===== config.mk =====
export PLATFORM = sky130hd
export DESIGN_NAME = bc_word_classifier
export DESIGN_NICKNAME = d
export VERILOG_FILES = /design/src/rtl/block_checker_pkg.sv /design/src/rtl/bc_word_classifier.sv
export SDC_FILE = /design/constraint.sdc
export NUM_CORES = 1
export LEC_CHECK = 0
export BUFFER_PORTS_ARGS = -buffer_cell sky130_fd_sc_hd__buf_2
export CELL_PAD_IN_SITES_DETAIL_PLACEMENT = 1
export CELL_PAD_IN_SITES_GLOBAL_PLACEMENT = 1
export CORE_MARGIN = 2
export CORE_UTILIZATION = 33
export DETAILED_ROUTE_END_ITERATION = 10
export PLACE_DENSITY = 0.82
export SETUP_SLACK_MARGIN = 0.4
export SLEW_MARGIN = 20
export SYNTH_ARGS = -nofsm -noshare
export SYNTH_HDL_FRONTEND = slang
export SYNTH_SLANG_ARGS = --single-unit

===== constraint.sdc =====
create_clock -name clk -period 2.25 [get_ports clk]
set_input_delay 0.225 -clock clk [delete_from_list [all_inputs] [get_ports clk]]
set_output_delay 0.225 -clock clk [all_outputs]
set_load 0.05 [all_outputs]

===== src/rtl/block_checker_pkg.sv =====
// Shared definitions for the begin/end nesting checker.
// Contents:
//   word_state_e : word-recognition FSM states
//   CH_*         : ASCII constants used by the recogniser
//   to_lower()   : folds 'A'-'Z' onto 'a'-'z', leaves everything else alone
package block_checker_pkg;

  typedef enum logic [3:0] {
    ST_IDLE,
    ST_B,
    ST_BE,
    ST_BEG,
    ST_BEGI,
    ST_BEGIN,
    ST_E,
    ST_EN,
    ST_END,
    ST_OTHER
  } word_state_e;

  localparam logic [7:0] CH_SPACE = 8'h20;
  localparam logic [7:0] CH_B     = 8'h62;
  localparam logic [7:0] CH_E     = 8'h65;
  localparam logic [7:0] CH_G     = 8'h67;
  localparam logic [7:0] CH_I     = 8'h69;
  localparam logic [7:0] CH_N     = 8'h6e;
  localparam logic [7:0] CH_D     = 8'h64;

  function automatic logic [7:0] to_lower(input logic [7:0] c);
    if (c >= 8'h41 && c <= 8'h5a) return c + 8'h20;
    return c;
  endfunction

endpackage


===== src/rtl/bc_word_classifier.sv =====
// Word recogniser for the nesting checker: tracks how much of "begin" or
// "end" the current word matches and strobes a commit when a space closes
// a complete keyword.
// Ports:
//   clk, reset   : clock, asynchronous active-high reset
//   in_valid     : in_char is consumed at this rising edge
//   in_char      : ASCII character
//   state        : registered word state
//   commit_begin : space arriving while the word is exactly "begin"
//   commit_end   : space arriving while the word is exactly "end"
module bc_word_classifier
  import block_checker_pkg::*;
#(
  parameter bit CASE_SENS = 1'b0
) (
  input  logic        clk,
  input  logic        reset,
  input  logic        in_valid,
  input  logic [7:0]  in_char,
  output word_state_e state,
  output logic        commit_begin,
  output logic        commit_end
);

  word_state_e state_q;
  word_state_e state_d;
  logic [7:0]  ch;

  // Case-insensitive matching folds upper case before any comparison;
  // the space delimiter is unaffected by the fold.
  assign ch = CASE_SENS ? in_char : to_lower(in_char);

  always_comb begin
    state_d = state_q;
    if (in_valid) begin
      if (ch == CH_SPACE) begin
        state_d = ST_IDLE;
      end else begin
        // Any character that breaks the keyword prefix lands in OTHER.
        state_d = ST_OTHER;
        case (state_q)
          ST_IDLE: begin
            if (ch == CH_B)      state_d = ST_B;
            else if (ch == CH_E) state_d = ST_E;
          end
          ST_B:    if (ch == CH_E) state_d = ST_BE;
          ST_BE:   if (ch == CH_G) state_d = ST_BEG;
          ST_BEG:  if (ch == CH_I) state_d = ST_BEGI;
          ST_BEGI: if (ch == CH_N) state_d = ST_BEGIN;
          ST_E:    if (ch == CH_N) state_d = ST_EN;
          ST_EN:   if (ch == CH_D) state_d = ST_END;
          default: state_d = ST_OTHER;
        endcase
      end
    end
  end

  always_ff @(posedge clk or posedge reset) begin
    if (reset) state_q <= ST_IDLE;
    else       state_q <= state_d;
  end

  assign state        = state_q;
  assign commit_begin = in_valid && (ch == CH_SPACE) && (state_q == ST_BEGIN);
  assign commit_end   = in_valid && (ch == CH_SPACE) && (state_q == ST_END);

endmodule


; Word level (Yosys, flattened, before mapping)
; Index checks and enable logic that the tools add are counted.
[classes]
addsub = 1
n_lt_le_gt_ge = 2
n_eq_ne = 15
muxes = 13
reduce_logical = 5
[op_table]
columns = cell, n
row1 = 8-bit by 7-bit equality test with 1-bit output (second input constant), 6
row2 = 4-bit 2-to-1 mux, 8
row3 = 4-bit case mux with 7 select lines, 1
row4 = 4-bit by 3-bit equality test with 1-bit output (second input constant), 4
row5 = 8-bit 2-to-1 mux, 2
row6 = 8-bit by 6-bit adder with 8-bit output (second input constant), 1
row7 = 4-bit by 2-bit equality test with 1-bit output (second input constant), 2
row8 = 8-bit by 6-bit equality test with 1-bit output (second input constant), 1
row9 = 8-bit by 7-bit >= comparator with 1-bit output (second input constant), 1
row10 = 8-bit by 7-bit less-or-equal comparator with 1-bit output (second input constant), 1
row11 = 4-bit by 1-bit equality test with 1-bit output (second input constant), 1
row12 = 4-bit equality test (second input constant), 1
row13 = 1-bit logical AND, 4
row14 = 4-bit logical NOT, 1
row15 = 1-bit 2-to-1 mux, 2
[word_totals]
reg_bits = 4

; Depth between registers and ports, before layout
; Gate-level depths: netlist (run 1).
[logic_depth]
ltp_word = 9
depth_mapped = 6
depth_no_buf = 6

; Least setup slack after synthesis (run 1)
; OpenSTA, ideal clock, no wires.
[synth_timing]
kind = input-to-output
from = input in_char[1]
to = output commit_begin
t_arrival_ns = 2.687
t_required_ns = 2.025
slack_ns = -0.662
stages = 5
path_cell_list = buf_2 nor4_1 nand3_1 nor2_1 nor4b_1
[synth_between]
elab_chain_len = 7
word_cells_on_any_way = 10
[synth_lines]
columns = item, line_no
row1 = from (decl), bc_word_classifier.sv:19  ; input logic [7:0] in_char,
row2 = 8-bit by 7-bit >= comparator with 1-bit output / 8-bit by 7-bit less-or-equal comparator with 1-bit output (equally long branches), block_checker_pkg.sv:30  ; if (c >= 8'h41 && c <= 8'h5a) return c + 8'h20;
row3 = 1-bit logical AND, block_checker_pkg.sv:30
row4 = 1-bit 2-to-1 mux, block_checker_pkg.sv:30
row5 = 8-bit 2-to-1 mux *, block_checker_pkg.sv:31  ; return c;
row6 = 8-bit by 6-bit equality test with 1-bit output *, bc_word_classifier.sv:64  ; assign commit_begin = in_valid && (ch == CH_SPACE) && (state_q == ST_BEGIN);
row7 = 1-bit logical AND * (2 in series), bc_word_classifier.sv:64
row8 = to (decl), bc_word_classifier.sv:21  ; output logic commit_begin,
; Every way passes the cells marked *; elsewhere a longest branch is shown, timed or not. The select of a mux whose other input is x is not followed.

; Final worst setup path (run 1)
; Same ends and word-level chain as after synthesis.

==> results of run 1 <==
-- final timing paths --
check / startpoint / endpoint / slack, ns
setup / recovery: in_char[1] / commit_begin / 0.46
hold / removal: in_valid / state[3]$_DFFE_PP0P_ / 0.32
setup reg to reg: state[1]$_DFFE_PP0P_ / state[3]$_DFFE_PP0P_ / 0.48
hold reg to reg: state[1]$_DFFE_PP0P_ / state[1]$_DFFE_PP0P_ / 0.64
max in group asynchronous: reset / state[1]$_DFFE_PP0P_ / 1.63
min in group asynchronous: reset / state[0]$_DFFE_PP0P_ / 0.46
-- cell usage in the layout, fill, tap and decap left out, types with 5 or more instances in the layout --
cell type,synthesis,final
buf_4,0,7
buf_2,2,12
nand3_1,5,5
inv_1,5,5
nor2_1,8,7
-- where the power goes --
part / internal [mW] / switching (mW)
Sequential: 0.0724 / 0.000445
Clock: 0.0601 / 0.0349
Combinational: 0.0227 / 0.0335
-- repair_timing --
item | in CTS | in global routing
buffers inserted | 1 | 4
hold buffers | 1 | 0
gates cloned | 0 | 0
resized for setup | 10 | 4
pin swaps | 4 | 3
endpoints found under the setup margin | 2 | 3
hold endpoints to repair | 4 | 0
-- cells by family (layout without fill, tap and decap cells) --
group | after synthesis | in the layout | share of synthesized area
fa+ha+maj | 1 | 1 | 0.0240
simple gates | 38 | 38 | 0.427
compound gates | 19 | 19 | 0.254
buf+inv | 9 | 30 | 0.0839
flops | 4 | 4 | 0.192
mux | 1 | 1 | 0.0192
-- metal layers --
metal | global-route usage | vias to the layer above | wire length [um]
met4 | 0.0545 | 0 | 16
met3 | 0.0375 | 2 | 73
met1 | 0.257 | 295 | 815
li1 | - | 318 | -
met2 | 0.312 | 15 | 833
met5 | 0 | - | 0
-- cell type report --
cell class	instances	area [sq um]	area share
clock buffers	3	22.5	0.0301
inverters	5	18.8	0.0250
multi-input cells	59	440	0.588
flip-flops and latches	4	103	0.137
well taps	16	20.0	0.0267
repair buffers	22	145	0.194
-- through the flow --
stage          hold WS (ns)   util  setup WS, ns  instance area (sq um)
3_3_place_gp          0.102  0.417         0.274                    621
5_1_grt               0.332  0.503         0.380                    749
6_report              0.321  0.503         0.460                    749
3_5_place_dp          0.115  0.417         0.168                    621
4_1_cts               0.312  0.470         0.403                    699
2_1_floorplan      -0.00905      -         0.361                    552
-- worst register-to-register path, cell delays in order (launching register included) --
cell and delay, ns:
dfrtp_2 0.45, or4b_1 0.53, a311oi_1 0.25, nor3_1 0.11
a2111oi_2 0.22, nor3_1 0.09
==> impl_summary.log, run 1 <==
[metrics] # placed instances: 100
[metrics] Chip Height: around 44 um
[metrics] total vias in the final route: 630
[metrics] Total Negative Setup Slacks: 0 ns
[metrics] # setup viols final: 0
[metrics] f_max: ~560 MHz
[metrics] final HPWL from detailed placement: around 1100 um
[metrics] overall global routing resource usage: 0.192
[metrics] area fraction of the dominant cell type after synthesis: 0.192
[metrics] fraction of the yosys area taken by sequential cells: 0.192
[metrics] category of the worst setup path capture point: primary output
[metrics] largest net degree at the start of global routing: 13
[metrics] Overall Power: between 200 and 250 uW
[metrics] GP Congestion: around 0.76
[metrics] Antenna diodes: 0
[metrics] Routed wire per std cell: between 15 and 20 um
[metrics] biggest cell delay along the critical path: between 0.4 and 0.5 ns
[metrics] Boundary Pins: 17
[metrics] number of filler instances in the final layout: 195
[metrics] floorplan die width: roughly 44 um
[metrics] relative slew slack: 0.709
[metrics] via count of the first global-routing pass: between 600 and 700
[metrics] remaining routing DRC violations: 0
[metrics] kind of launch point of the worst setup path: input port
[metrics] library cell occupying the most area in the post-synthesis netlist: dfrtp_1
[metrics] number of buffers created by CTS: 3
[metrics] number of nets in the finished design: between 100 and 150
[metrics] area of the mapped netlist: 522 sq um
[metrics] main area contributors after synthesis: dfrtp_1, nor2_1, nand3_1, a21oi_1, a31oi_1
[metrics] critical setup path kind: in -> out
[metrics] number of H-tree branching levels: 1
[metrics] first-pass GRT wire length: 2820 um
[metrics] setup repair after global routing missed its margin: no
[metrics] run status: finished, final reports clean
[metrics] clock insertion delay at the later pin of the skew report: around 0.24 ns
[metrics] most instantiated library cell after synthesis: nor2_1
[metrics] VDD IR-drop max: ~0.2 mV
[metrics] antenna-violating nets left: 0
[metrics] fraction of registers with async set or reset after synthesis: 1.00
[metrics] die footprint: 1910 sq um
[metrics] max-cap violations: 0
[metrics] number of iterations in the first detailed-routing pass: 4
[metrics] Detailed Route WL: about 1700 um
[metrics] register clock-pin slew on the reported worst setup and hold paths: 0.04 ns
[metrics] fraction of layout instances using a drive strength above 1: 0.376
[metrics] cell depth of the worst flop-to-flop path: 5
[metrics] power density over the cells: 299 nW/um^2
[metrics] Tightest Pin Transition: approximately 0.43 ns
[metrics] leakage power summed over all cells: about 0.30 nW
[metrics] most frequent cells after synthesis: nor2_1, inv_1, nand3_1, a21oi_1, dfrtp_1
[metrics] post-route non-filler standard cell count: 109
[metrics] count of pins over their slew limit: 0
[metrics] cell depth of the worst setup path: 6
[metrics] number of clock sinks: 4
[metrics] critical path cell sequence: buf_2, nor4_2, nand3_1, nor2_4, nor4b_4, buf_6
[metrics] Synthesis Warnings: 0
[metrics] number of buffers added on ports: 16
[metrics] via density per instance: 5.78
[metrics] core footprint: roughly 1500 sq um
[metrics] Buffers & Inverters on Critical Path: 2
[metrics] Clock Skews: roughly 0.0018 ns
[metrics] count of cells along the worst hold path: 3
[metrics] post-synth net total: 84
[metrics] Data required, critical path: between 2 and 2.5 ns
[metrics] Unique masters post-synth: 33
[metrics] count of state elements after synthesis: 4
[metrics] largest fanout on the critical path: 10
[metrics] grt total ovfl: 0
[metrics] mean instance size in the synthesized netlist: between 7 and 8 sq um
[metrics] area added between synthesis and finish: 43.6%
[metrics] Clk Tree Root Cell: clkbuf_4
[metrics] initial antenna violation count: 0
[metrics] Crit path arrival time: 1.57 ns
[metrics] Row Count: 14
[metrics] worst min-delay path category: in -> reg
[metrics] max FFs per register: 4
[metrics] initial core utilization: 0.350
[metrics] Max stage delay cell, worst path: nor4_2
[metrics] CTS tree: yes
[metrics] Final Hold Vio Count: 0
[metrics] number of design-rule violations left by the first detailed-router iteration: 10
[metrics] Synth Flop Type: dfrtp_1
[metrics] cell count after synthesis: 72
[metrics] minimum period implied by the final worst setup slack: 1.79 ns
[metrics] Post-synth EDFFs: 0
[metrics] maximum clock path buffer count: 2
[metrics] final worst path period share: 0.796
[metrics] gate family responsible for the most delay along the worst path: simple AND/OR/NAND/NOR gates
Note: power is estimated with default switching activity, not from simulation.
==> inputs of run 2 (changes only) <==
==> constraint.sdc (replaced) <==
create_clock -name clk -period 1.78 [get_ports clk]
set_input_delay 0.178 -clock clk [delete_from_list [all_inputs] [get_ports clk]]
set_output_delay 0.178 -clock clk [all_outputs]
set_load 0.05 [all_outputs]
==> impl_summary.log, run 2 (synthesized netlist as in run 1, its figures left out) <==
[metrics] Clk Tree Root Cell: clkbuf_4 (unchanged)
[metrics] Routed wire per std cell: 20.7 um (was 15.9 um)
[metrics] Detailed Route WL: 2500 um (was 1740 um)
[metrics] Internal: 207 uW (was 155 uW)
[metrics] max FFs per register: 4 (unchanged)
[metrics] antenna-violating nets left: 0 (unchanged)
[metrics] count of pins over their slew limit: 0 (unchanged)
[metrics] initial core utilization: 0.350 (unchanged)
[metrics] clock insertion delay at the later pin of the skew report: 0.25 ns (was 0.24 ns)
[metrics] critical setup path kind: reg -> reg (was in -> out)
[metrics] Clock Skews: 0.00761 ns (was 0.00182 ns)
[metrics] number of design-rule violations left by the first detailed-router iteration: 11 (was 10)
[metrics] number of clock sinks: 4 (unchanged)
[metrics] gate family responsible for the most delay along the worst path: simple AND/OR/NAND/NOR gates (unchanged)
[metrics] power density over the cells: 338 nW/um^2 (was 299 nW/um^2)
[metrics] critical path cell sequence: or4bb_1, a311oi_2, nor3_1, a2111oi_2, nor3_1 (was buf_2, nor4_2, nand3_1, nor2_4, nor4b_4, buf_6)
[metrics] final worst path period share: 0.986
[metrics] cell depth of the worst setup path: 5 (was 6)
[metrics] floorplan die width: 43.8 um (unchanged)
[metrics] post-route non-filler standard cell count: 121 (was 109)
[metrics] max-cap violations: 0 (unchanged)
[metrics] Chip Height: 43.8 um (unchanged)
[metrics] Crit path arrival time: 1.88 ns (was 1.57 ns)
[metrics] setup repair after global routing missed its margin: yes (was no)
[metrics] Boundary Pins: 17 (unchanged)
[metrics] Data required, critical path: 1.90 ns (was 2.03 ns)
[metrics] final HPWL from detailed placement: 1380 um (was 1120 um)
[metrics] first-pass GRT wire length: 3500 um (was 2820 um)
[metrics] commonest cells after routing, fill and taps aside: buf_4, buf_2, nor2_1 (was buf_2, nor2_1, buf_4)
[metrics] Total Negative Setup Slacks: 0 ns (unchanged)
[metrics] # placed instances: 107 (was 100)
[metrics] via count of the first global-routing pass: 713 (was 606)
[metrics] sequential fraction of design power: 0.303 (was 0.325)
[metrics] count of cells along the worst hold path: 3 (unchanged)
[metrics] Row Count: 14 (unchanged)
[metrics] Antenna diodes: 0 (unchanged)
[metrics] placed cell area: 686 sq um (was 621 sq um)
[metrics] CP most frequent cell: nor3_1
[metrics] Sw Share: 0.321 (was 0.307)
[metrics] remaining routing DRC violations: 0 (unchanged)
[metrics] Final Instance Area: 902 sq um (was 749 sq um)
[metrics] number of iterations in the first detailed-routing pass: 4 (unchanged)
[metrics] worst min-delay path category: in -> reg (unchanged)
[metrics] register clock-pin slew on the reported worst setup and hold paths: 0.04 ns (about the same)
[metrics] category of the worst setup path capture point: flip-flop (was primary output)
[metrics] total vias in the final route: 750 (was 630)
[metrics] fraction of power consumed by the clock network: 0.402 (was 0.424)
[metrics] commonest non-fill, non-tap cell in the layout: buf_4 (was buf_2)
[metrics] area added between synthesis and finish: 72.9% (was 43.6%)
[metrics] run status: finished, final reports clean (unchanged)
[metrics] Buffers & Inverters on Critical Path: 0 (was 2)
[metrics] # setup viols final: 0 (unchanged)
[metrics] Max stage delay cell, worst path: or4bb_1 (was nor4_2)
[metrics] number of buffers added on ports: 16 (unchanged)
[metrics] area used by sequential logic in the layout: 105 sq um (was 103 sq um)
[metrics] CTS tree: yes (unchanged)
[metrics] kind of launch point of the worst setup path: flip-flop (was input port)
[metrics] initial antenna violation count: 0 (unchanged)
[metrics] number of H-tree branching levels: 1 (unchanged)
[metrics] overall global routing resource usage: 0.246 (was 0.192)
[metrics] largest net degree at the start of global routing: 12 (was 13)
[metrics] f_max: 570 MHz
[metrics] leakage power summed over all cells: 0.365 nW (was 0.296 nW)
[metrics] largest fanout on the critical path: 4 (was 10)
[metrics] number of nets in the finished design: 119 (was 107)
[metrics] Fin Hold WS: 0.248 ns (was 0.321 ns)
[metrics] cell depth of the worst flop-to-flop path: 5 (unchanged)
[metrics] biggest cell delay along the critical path: 0.50 ns (was 0.41 ns)
[metrics] grt total ovfl: 0 (unchanged)
[metrics] die footprint: 1910 sq um (unchanged)
[metrics] VDD IR-drop max: 0.268 mV (was 0.200 mV)
[metrics] portion of total power attributed to combinational logic: 0.295 (was 0.251)
[metrics] number of filler instances in the final layout: 190 (was 195)
[metrics] Tightest Pin Transition: 0.439 ns (was 0.433 ns)
[metrics] fraction of layout instances using a drive strength above 1: 0.514 (was 0.376)
[metrics] GP Congestion: 0.745 (was 0.761)
[metrics] maximum clock path buffer count: 2 (unchanged)
[metrics] core footprint: 1490 sq um (unchanged)
[metrics] number of buffers created by CTS: 3 (unchanged)
[metrics] total net switching power: 97.8 uW (was 68.9 uW)
[metrics] relative slew slack: 0.707 (was 0.709)
[metrics] Final Hold Vio Count: 0 (unchanged)
[metrics] area of the multi-input gates: 482 sq um (was 440 sq um)
[metrics] via density per instance: 6.20 (was 5.78)
[metrics] minimum period implied by the final worst setup slack: between 1.5 and 2 ns
## run 2: power by group through the flow
| stage | combinational [mW] | sequential (mW) | clock (mW) |
|---|---|---|---|
| 2_1_floorplan | 0.0336 | 0.0941 | 0 |
| 3_3_place_gp | 0.0622 | 0.0935 | 0 |
| 3_5_place_dp | 0.0658 | 0.0935 | 0 |
| 4_1_cts | 0.0788 | 0.0923 | 0.120 |
| 5_1_grt | 0.0963 | 0.0923 | 0.132 |
| 6_report | 0.0900 | 0.0924 | 0.123 |
## run 2: worst paths after layout
path	startpoint	to	slack (ns)
min	in_valid	state[3]$_DFFE_PP0P_	0.25
max reg2reg	state[1]$_DFFE_PP0P_	state[3]$_DFFE_PP0P_	0.03
max in group asynchronous	reset	state[1]$_DFFE_PP0P_	1.19
min in group asynchronous	reset	state[3]$_DFFE_PP0P_	0.39
min reg2reg	state[3]$_DFFE_PP0P_	state[3]$_DFFE_PP0P_	0.73
max	state[1]$_DFFE_PP0P_	state[3]$_DFFE_PP0P_	0.03
## run 2: worst reg2reg max path, delay by kind of cell, from the launching register on
kind / cells / cell delay [ns]
AO/OA/AOI/OAI: 2 / 0.50
flip-flops: 1 / 0.43
AND/OR/NAND/NOR: 3 / 0.72
## run 2: what timing repair did
item                       CTS  global route
pin swaps                   10            12
hold endpoints to repair     4             0
buffers inserted             0            10
gates resized for setup     20             6
setup endpoints to repair    6             6
hold buffers                 1             0
## run 2: through the flow
stage,util,worst slack (ns),power (mW)
after CTS,0.532,0.0251,0.291
after detailed placement,0.461,-0.134,0.159
after global routing,0.606,-0.0757,0.321
final,0.606,0.0251,0.305
after global placement,0.461,-0.0950,0.156
after floorplan,-,-0.109,0.128
## run 2: layout make-up
type,instances,area share
Clock buffer,3,0.0250
Inverter,5,0.0208
Multi-Input combinational cell,59,0.534
Sequential cell,4,0.117
Tap cell,16,0.0222
Timing Repair Buffer,34,0.282
## run 2: per-layer routing
metal / share of wire / global-route usage
met4: 0.018 / 0.0727
met3: 0.029 / 0.0375
met2: 0.53 / 0.456
met5: 0 / 0
met1: 0.42 / 0.285
